$ cat config.mk
export PLATFORM = sky130hd
export DESIGN_NAME = audio_meter_sched
export DESIGN_NICKNAME = d
export VERILOG_FILES = /design/src/rtl/audio_meter_sched.sv
export SDC_FILE = /design/constraint.sdc
export NUM_CORES = 1
export LEC_CHECK = 0
export ABC_AREA = 1
export CAP_MARGIN = 30
export CORE_ASPECT_RATIO = 0.9
export CORE_MARGIN = 2
export CORE_UTILIZATION = 55
export CTS_BUF_LIST = sky130_fd_sc_hd__clkbuf_2 sky130_fd_sc_hd__clkbuf_4 sky130_fd_sc_hd__clkbuf_8
export CTS_CLUSTER_SIZE = 24
export DETAILED_ROUTE_END_ITERATION = 8
export GPL_TIMING_DRIVEN = 1
export PLACE_DENSITY = 0.78
export SLEW_MARGIN = 20
export SYNTH_ARGS = -nofsm -noshare
export SYNTH_HDL_FRONTEND = slang
export SYNTH_SLANG_ARGS = --single-unit
$ cat constraint.sdc
create_clock -name clk -period 4.58 [get_ports clk]
set_input_delay 0.458 -clock clk [delete_from_list [all_inputs] [get_ports clk]]
set_output_delay 0.458 -clock clk [all_outputs]
set_load 0.02 [all_outputs]
$ cat src/rtl/audio_meter_sched.sv
// -----------------------------------------------------------------------------
// audio_meter_sched
//
// Round-robin scheduler that shares one magnitude-averaging datapath between
// NUM_CH audio channels. Each accepted signed 8-bit sample contributes its
// absolute value to a per-channel running sum. After 2^WIN_LOG2 samples the
// window average is placed in a valid/ready output register. An 8-bit LED
// meter shows the one-hot MSB of the last average of the selected channel.
//
// Ports
//   clk        system clock, rising edge
//   reset      synchronous, active-high reset
//   ch_req     per-channel sample request (held with data until acked)
//   ch_data    8-bit signed samples, channel i at [8i+7:8i]
//   ch_ack     combinational one-hot grant; sample consumed at that edge
//   avg_valid  output register holds an unread average
//   avg_ready  consumer accepts on avg_valid && avg_ready
//   avg_data   window average, 0..128
//   avg_ch     channel index of avg_data
//   led_sel    channel shown on the LED meter (>= NUM_CH shows 0)
//   led        one-hot MSB of the selected channel's last average
// -----------------------------------------------------------------------------
module audio_meter_sched #(
    parameter int NUM_CH   = 4,
    parameter int WIN_LOG2 = 8
) (
    input  logic                  clk,
    input  logic                  reset,
    input  logic [NUM_CH-1:0]     ch_req,
    input  logic [8*NUM_CH-1:0]   ch_data,
    output logic [NUM_CH-1:0]     ch_ack,
    output logic                  avg_valid,
    input  logic                  avg_ready,
    output logic [7:0]            avg_data,
    output logic [2:0]            avg_ch,
    input  logic [2:0]            led_sel,
    output logic [7:0]            led
);

    localparam int                  SUM_W    = WIN_LOG2 + 8;
    localparam logic [3:0]          NUM_CH_L = 4'(NUM_CH);
    localparam logic [WIN_LOG2-1:0] CNT_LAST = {WIN_LOG2{1'b1}};

    // Absolute value of a two's-complement sample; -128 maps to 128.
    function automatic logic [8:0] magnitude(input logic [7:0] x);
        logic [8:0] m;
        if (x[7]) begin
            m = {1'b0, ~x} + 9'd1;
        end else begin
            m = {1'b0, x};
        end
        return m;
    endfunction

    // One-hot of the highest set bit; zero input gives zero.
    function automatic logic [7:0] msb_onehot(input logic [7:0] x);
        logic [7:0] r;
        r = 8'd0;
        for (int i = 0; i < 8; i++) begin
            if (x[i]) begin
                r = 8'd1 << i;
            end else begin
                r = r;
            end
        end
        return r;
    endfunction

    // Per-channel state is sized to 8 entries so a 3-bit index always fits;
    // entries at or above NUM_CH are never granted and stay at reset value.
    logic [SUM_W-1:0]    sum_r      [8];
    logic [WIN_LOG2-1:0] cnt_r      [8];
    logic [7:0]          last_avg_r [8];
    logic [2:0]          rr_r;
    logic                avg_valid_r;
    logic [7:0]          avg_data_r;
    logic [2:0]          avg_ch_r;
    logic [7:0]          led_r;

    logic [7:0]          data_s [8];
    logic [7:0]          elig_s;
    logic                out_busy_s;
    logic                grant_s;
    logic [2:0]          grant_idx_s;
    logic                close_s;
    logic [8:0]          mag_s;
    logic [SUM_W-1:0]    total_s;
    logic [7:0]          avg_s;
    logic [2:0]          rr_next_s;

    // Unpack samples and decide which channels may be granted this cycle.
    // A channel whose next sample closes its window must wait while an
    // unread result occupies the output register.
    always_comb begin
        out_busy_s = avg_valid_r & ~avg_ready;
        for (int i = 0; i < 8; i++) begin
            data_s[i] = 8'd0;
            elig_s[i] = 1'b0;
        end
        for (int i = 0; i < NUM_CH; i++) begin
            data_s[i] = ch_data[8*i +: 8];
            elig_s[i] = ch_req[i] & ~reset & ~(out_busy_s & (cnt_r[i] == CNT_LAST));
        end
    end

    // Round-robin pick: scan from lowest to highest priority so the
    // highest-priority eligible channel is the last one written.
    always_comb begin
        logic [3:0] idx4;
        idx4        = 4'd0;
        grant_s     = 1'b0;
        grant_idx_s = 3'd0;
        for (int k = NUM_CH - 1; k >= 0; k--) begin
            idx4 = {1'b0, rr_r} + 4'(k);
            if (idx4 >= NUM_CH_L) begin
                idx4 = idx4 - NUM_CH_L;
            end else begin
                idx4 = idx4;
            end
            if (elig_s[idx4[2:0]]) begin
                grant_s     = 1'b1;
                grant_idx_s = idx4[2:0];
            end else begin
                grant_s     = grant_s;
            end
        end
    end

    // One-hot acknowledge towards the requesters.
    always_comb begin
        ch_ack = {NUM_CH{1'b0}};
        for (int i = 0; i < NUM_CH; i++) begin
            ch_ack[i] = grant_s & (grant_idx_s == 3'(i));
        end
    end

    // Shared datapath: magnitude, running total, window average, next pointer.
    always_comb begin
        close_s = grant_s & (cnt_r[grant_idx_s] == CNT_LAST);
        mag_s   = magnitude(data_s[grant_idx_s]);
        total_s = sum_r[grant_idx_s] + SUM_W'(mag_s);
        avg_s   = total_s[SUM_W-1:WIN_LOG2];
        if (({1'b0, grant_idx_s} + 4'd1) == NUM_CH_L) begin
            rr_next_s = 3'd0;
        end else begin
            rr_next_s = grant_idx_s + 3'd1;
        end
    end

    // Accumulator, pointer and output-register update.
    always_ff @(posedge clk) begin
        if (reset) begin
            for (int i = 0; i < 8; i++) begin
                sum_r[i]      <= {SUM_W{1'b0}};
                cnt_r[i]      <= {WIN_LOG2{1'b0}};
                last_avg_r[i] <= 8'd0;
            end
            rr_r        <= 3'd0;
            avg_valid_r <= 1'b0;
            avg_data_r  <= 8'd0;
            avg_ch_r    <= 3'd0;
        end else begin
            if (grant_s) begin
                rr_r <= rr_next_s;
                if (close_s) begin
                    sum_r[grant_idx_s]      <= {SUM_W{1'b0}};
                    cnt_r[grant_idx_s]      <= {WIN_LOG2{1'b0}};
                    last_avg_r[grant_idx_s] <= avg_s;
                    avg_data_r              <= avg_s;
                    avg_ch_r                <= grant_idx_s;
                    avg_valid_r             <= 1'b1;
                end else begin
                    sum_r[grant_idx_s] <= total_s;
                    cnt_r[grant_idx_s] <= cnt_r[grant_idx_s] + WIN_LOG2'(1);
                end
            end else begin
                rr_r <= rr_r;
            end
            // A handshake frees the register unless a new result lands on it.
            if (avg_valid_r && avg_ready && !close_s) begin
                avg_valid_r <= 1'b0;
            end else begin
                avg_valid_r <= avg_valid_r | close_s;
            end
        end
    end

    // LED meter for the selected channel's most recent average.
    always_ff @(posedge clk) begin
        if (reset) begin
            led_r <= 8'd0;
        end else if ({1'b0, led_sel} < NUM_CH_L) begin
            led_r <= msb_onehot(last_avg_r[led_sel]);
        end else begin
            led_r <= 8'd0;
        end
    end

    assign avg_valid = avg_valid_r;
    assign avg_data  = avg_data_r;
    assign avg_ch    = avg_ch_r;
    assign led       = led_r;

endmodule

==> key figures <==
Place
  – Count of input and output buffers: 65
  – Half-perimeter wire length of the detailed placement result: 15.9 mm
  – Final GP Congestion: 0.864
  – Cell count after placement: 1,399

Global route
  – Highest-utilization routing layer at the global route stage: met2
  – Number of global-route vias before repair: 7,489
  – Met2 Usage GRT: 43.4%
  – Global-route wire length before repair: 37.3 mm
  – Overflow left after global routing: 0
  – Pin count of the biggest net entering global routing: 37
  – GRT met3 Usage: 4.09%
  – Met1 Use GR: 36.0%
  – Total global-route track usage: 26.4%
  – Number of antenna violations at the first check in global routing: 0

Cells and area
  – Leading cell types in the layout, fill and taps excluded: sky130_fd_sc_hd__nand2_1 (213), sky130_fd_sc_hd__nor2_1 (180), sky130_fd_sc_hd__edfxtp_1 (156)
  – Most frequent standard cell in the layout excluding fill and tap cells: sky130_fd_sc_hd__nand2_1
  – Growth of design area from synthesis to finish: 25.3%
  – Fraction of final layout cells sized beyond drive strength 1: 25.5%
  – Number of fill cells: 1,246
  – Fin nets: 1,287
  – Combined flip-flop and latch cell area: 5150 um2
  – Number of antenna repair diodes: 0
  – Area of combinational cells with multiple inputs: 4280 um2
  – Finished Layout Cells: 1,450

Outcome
  – Run status: finished, violations left
  – Violations in the final reports: setup timing

Routing
  – Violation count after the first detailed-route iteration: 791
  – Detail-routed net length per standard cell: 16.6 um
  – Detailed-route via count: 7,961
  – Count of TritonRoute iterations in the first routing pass: 5
  – Total DRC errors in the routed layout: 0
  – Routed Wire Length: 24.0 mm
  – Post-DR vias/cell: 5.49
  – Post-DRT Antenna Nets: 0

Logic synthesis
  – Ys flop type: sky130_fd_sc_hd__edfxtp_1
  – Proportion of netlist area held by the largest area contributor: 49.3%
  – Share of synthesized area occupied by flip-flops and latches: 54.1%
  – Number of distinct library cells after synthesis: 46
  – Number of synthesis warnings: 0
  – Synthesized area per cell: 8.92 um2
  – Number of flops mapped to enable cells by yosys: 156
  – Gate count of the mapped netlist: 1,065
  – Total of flip-flops plus latches after synthesis: 179
  – Mapped cell area: 9500 um2
  – Ranking of synthesized cells by area: sky130_fd_sc_hd__edfxtp_1 (49%), sky130_fd_sc_hd__nand2_1 (9.3%), sky130_fd_sc_hd__nor2_1 (8.2%)
  – Share of async-settable or async-resettable flops after synthesis: 0%
  – Cell type with the highest aggregate area in the netlist: sky130_fd_sc_hd__edfxtp_1

STA
  – Slew Limit Headroom: 41.6%
  – Measured slew at the worst slew-check pin: 874 ps
  – Worst clock skew on the final layout: 15.8 ps
  – Minimum clock period after layout: 4690 ps
  – Final Max Tran Viols: 0
  – Crit share post-route: 102%
  – Hold Vio Cnt, Final: 0
  – Setup violators final: 52
  – Final worst setup slack: -112 ps
  – Maximum clock frequency: 213 MHz
  – RSZ-0062 raised after global routing: true

Flow run
  – Count of max-cap constraint violations: 0

Floorplan
  – Number of standard-cell rows in the floorplan: 45
  – Die Span Y: 129 um
  – Total core area: 16,900 um2
  – Area of the die: 18,300 um2
  – Ports: 66
  – Die W: 143 um
  – Initial standard-cell utilization of the core: 56.3%

Clock network
  – CTS tree: yes
  – Clock latency on the worst-skew pair: 470 ps
  – Number of buffers between clock root and the deepest sink: 2
  – CTS H-tree depth: 4
  – Clock transition at the registers of the reported paths: 100 ps
  – CTS Buf Count: 17
  – CTS root buf: sky130_fd_sc_hd__clkbuf_8
  – Total number of clock tree sinks: 179

Setup path
  – Crit path launch type: input port
  – Arr. time, crit path: 4920 ps
  – Max incr delay on CP: 440 ps
  – Sort of element at the end of the critical path: flip-flop
  – Slowest-stage cell, CP: sky130_fd_sc_hd__clkdlybuf4s50_1
  – Data required, critical path: 4810 ps
  – Most common cell on crit path: sky130_fd_sc_hd__nand2_2
  – Max Fanout on Critical Path: 5
  – CP Class: in2reg

Hold path
  – Type of the most critical hold path: in2reg
## sequential cells by signal, summed over array words and instances (netlist names)
name,count
avg_valid,1
last_avg_r,60
avg_ch,3
cnt_r,32
led,8
sum_r,64
avg_data,8
rr_r,3
## cells by family after synthesis
family                   synth area share, %
AND/OR/NAND/NOR                         28.9
flip-flops                              54.1
buffers and inverters                   7.07
AO/OA/AOI/OAI                           6.72
adder cells (fa/ha/maj)                 2.58
XOR/XNOR                               0.540
other                                 0.0790
## synth_stat cells (4+ instances only)
cell type,instances
sky130_fd_sc_hd__o22ai_1,32
sky130_fd_sc_hd__a21oi_1,17
sky130_fd_sc_hd__nand3b_1,12
sky130_fd_sc_hd__buf_6,10
sky130_fd_sc_hd__buf_4,5
sky130_fd_sc_hd__o221ai_1,4
sky130_fd_sc_hd__inv_1,89
sky130_fd_sc_hd__buf_1,4
sky130_fd_sc_hd__nand4_1,7
sky130_fd_sc_hd__buf_2,5
sky130_fd_sc_hd__nor3_1,8
sky130_fd_sc_hd__dfxtp_1,23
sky130_fd_sc_hd__nor2_4,9
sky130_fd_sc_hd__o21ai_0,43
sky130_fd_sc_hd__nand3_1,58
sky130_fd_sc_hd__nor2_2,8
sky130_fd_sc_hd__nor2_1,207
sky130_fd_sc_hd__nand3_2,10
sky130_fd_sc_hd__nand2_1,235
sky130_fd_sc_hd__nor3_2,4
sky130_fd_sc_hd__nand2_4,6
sky130_fd_sc_hd__ha_1,18
sky130_fd_sc_hd__nand2_2,28
sky130_fd_sc_hd__edfxtp_1,156
sky130_fd_sc_hd__clkbuf_1,24
sky130_fd_sc_hd__inv_2,9
## critical path: cells and delay by family
family                     cells  cell delay (ps)
and+or+nand+nor               30             2830
buffers and inverters          6              730
adders and majority gates      2              440
AOI/OAI and AO/OA              3              260
xor gates and xnor gates       1              180
## layout make-up
type	count	area share, %
Clock buffer	18	2.08
Clock inverter	14	1.34
Inverter	103	3.47
Multi-Input combinational cell	763	35.9
Sequential cell	179	43.2
Tap cell	211	2.22
Timing Repair Buffer	162	11.7
## final timing paths
path	cells past startpoint	to	slack, ps	from
setup reg to reg	42	sum_r[1][15]	-80	cnt_r[0][4]
setup / recovery	42	sum_r[1][15]	-110	avg_ready
hold / removal	3	rr_r[0]	390	reset
hold reg to reg	2	avg_ch[2]	460	avg_ch[2]
## per-layer routing
layer / part of all wire [%] / vias up / routed length, um
met5: 0 / - / 0
met4: 2.4 / 0 / 568
met3: 7.4 / 43 / 1770
met2: 49 / 337 / 11700
met1: 42 / 3776 / 10000
li1: - / 3805 / -
## what timing repair did
item,4_1_cts,5_1_grt
hold buffers,0,0
gates resized for setup,16,99
buffers inserted,6,15
pin swaps,9,57
gates cloned,0,0
endpoints found under the setup margin,72,76
## per-stage QoR
| stage | TNS [ps] | instance area, um2 | utilization, % | hold slack [ps] | setup slack (ps) |
|---|---|---|---|---|---|
| final | -2590 | 11900 | 70.5 | 386 | -112 |
| after global routing | -20480 | 11900 | 70.5 | 395 | -462 |
| after CTS | 0 | 11400 | 67.8 | 374 | 3.48 |
| after detailed placement | -42860 | 10900 | 64.7 | 449 | -675 |
| after global placement | -30030 | 10900 | 64.7 | 448 | -475 |
| after floorplan | -44.8 | 9700 | - | 492 | -11.2 |
Power is left out: the tool's default activity adds up to more than one toggle a clock period on the data nets, which glitch-free logic cannot reach.
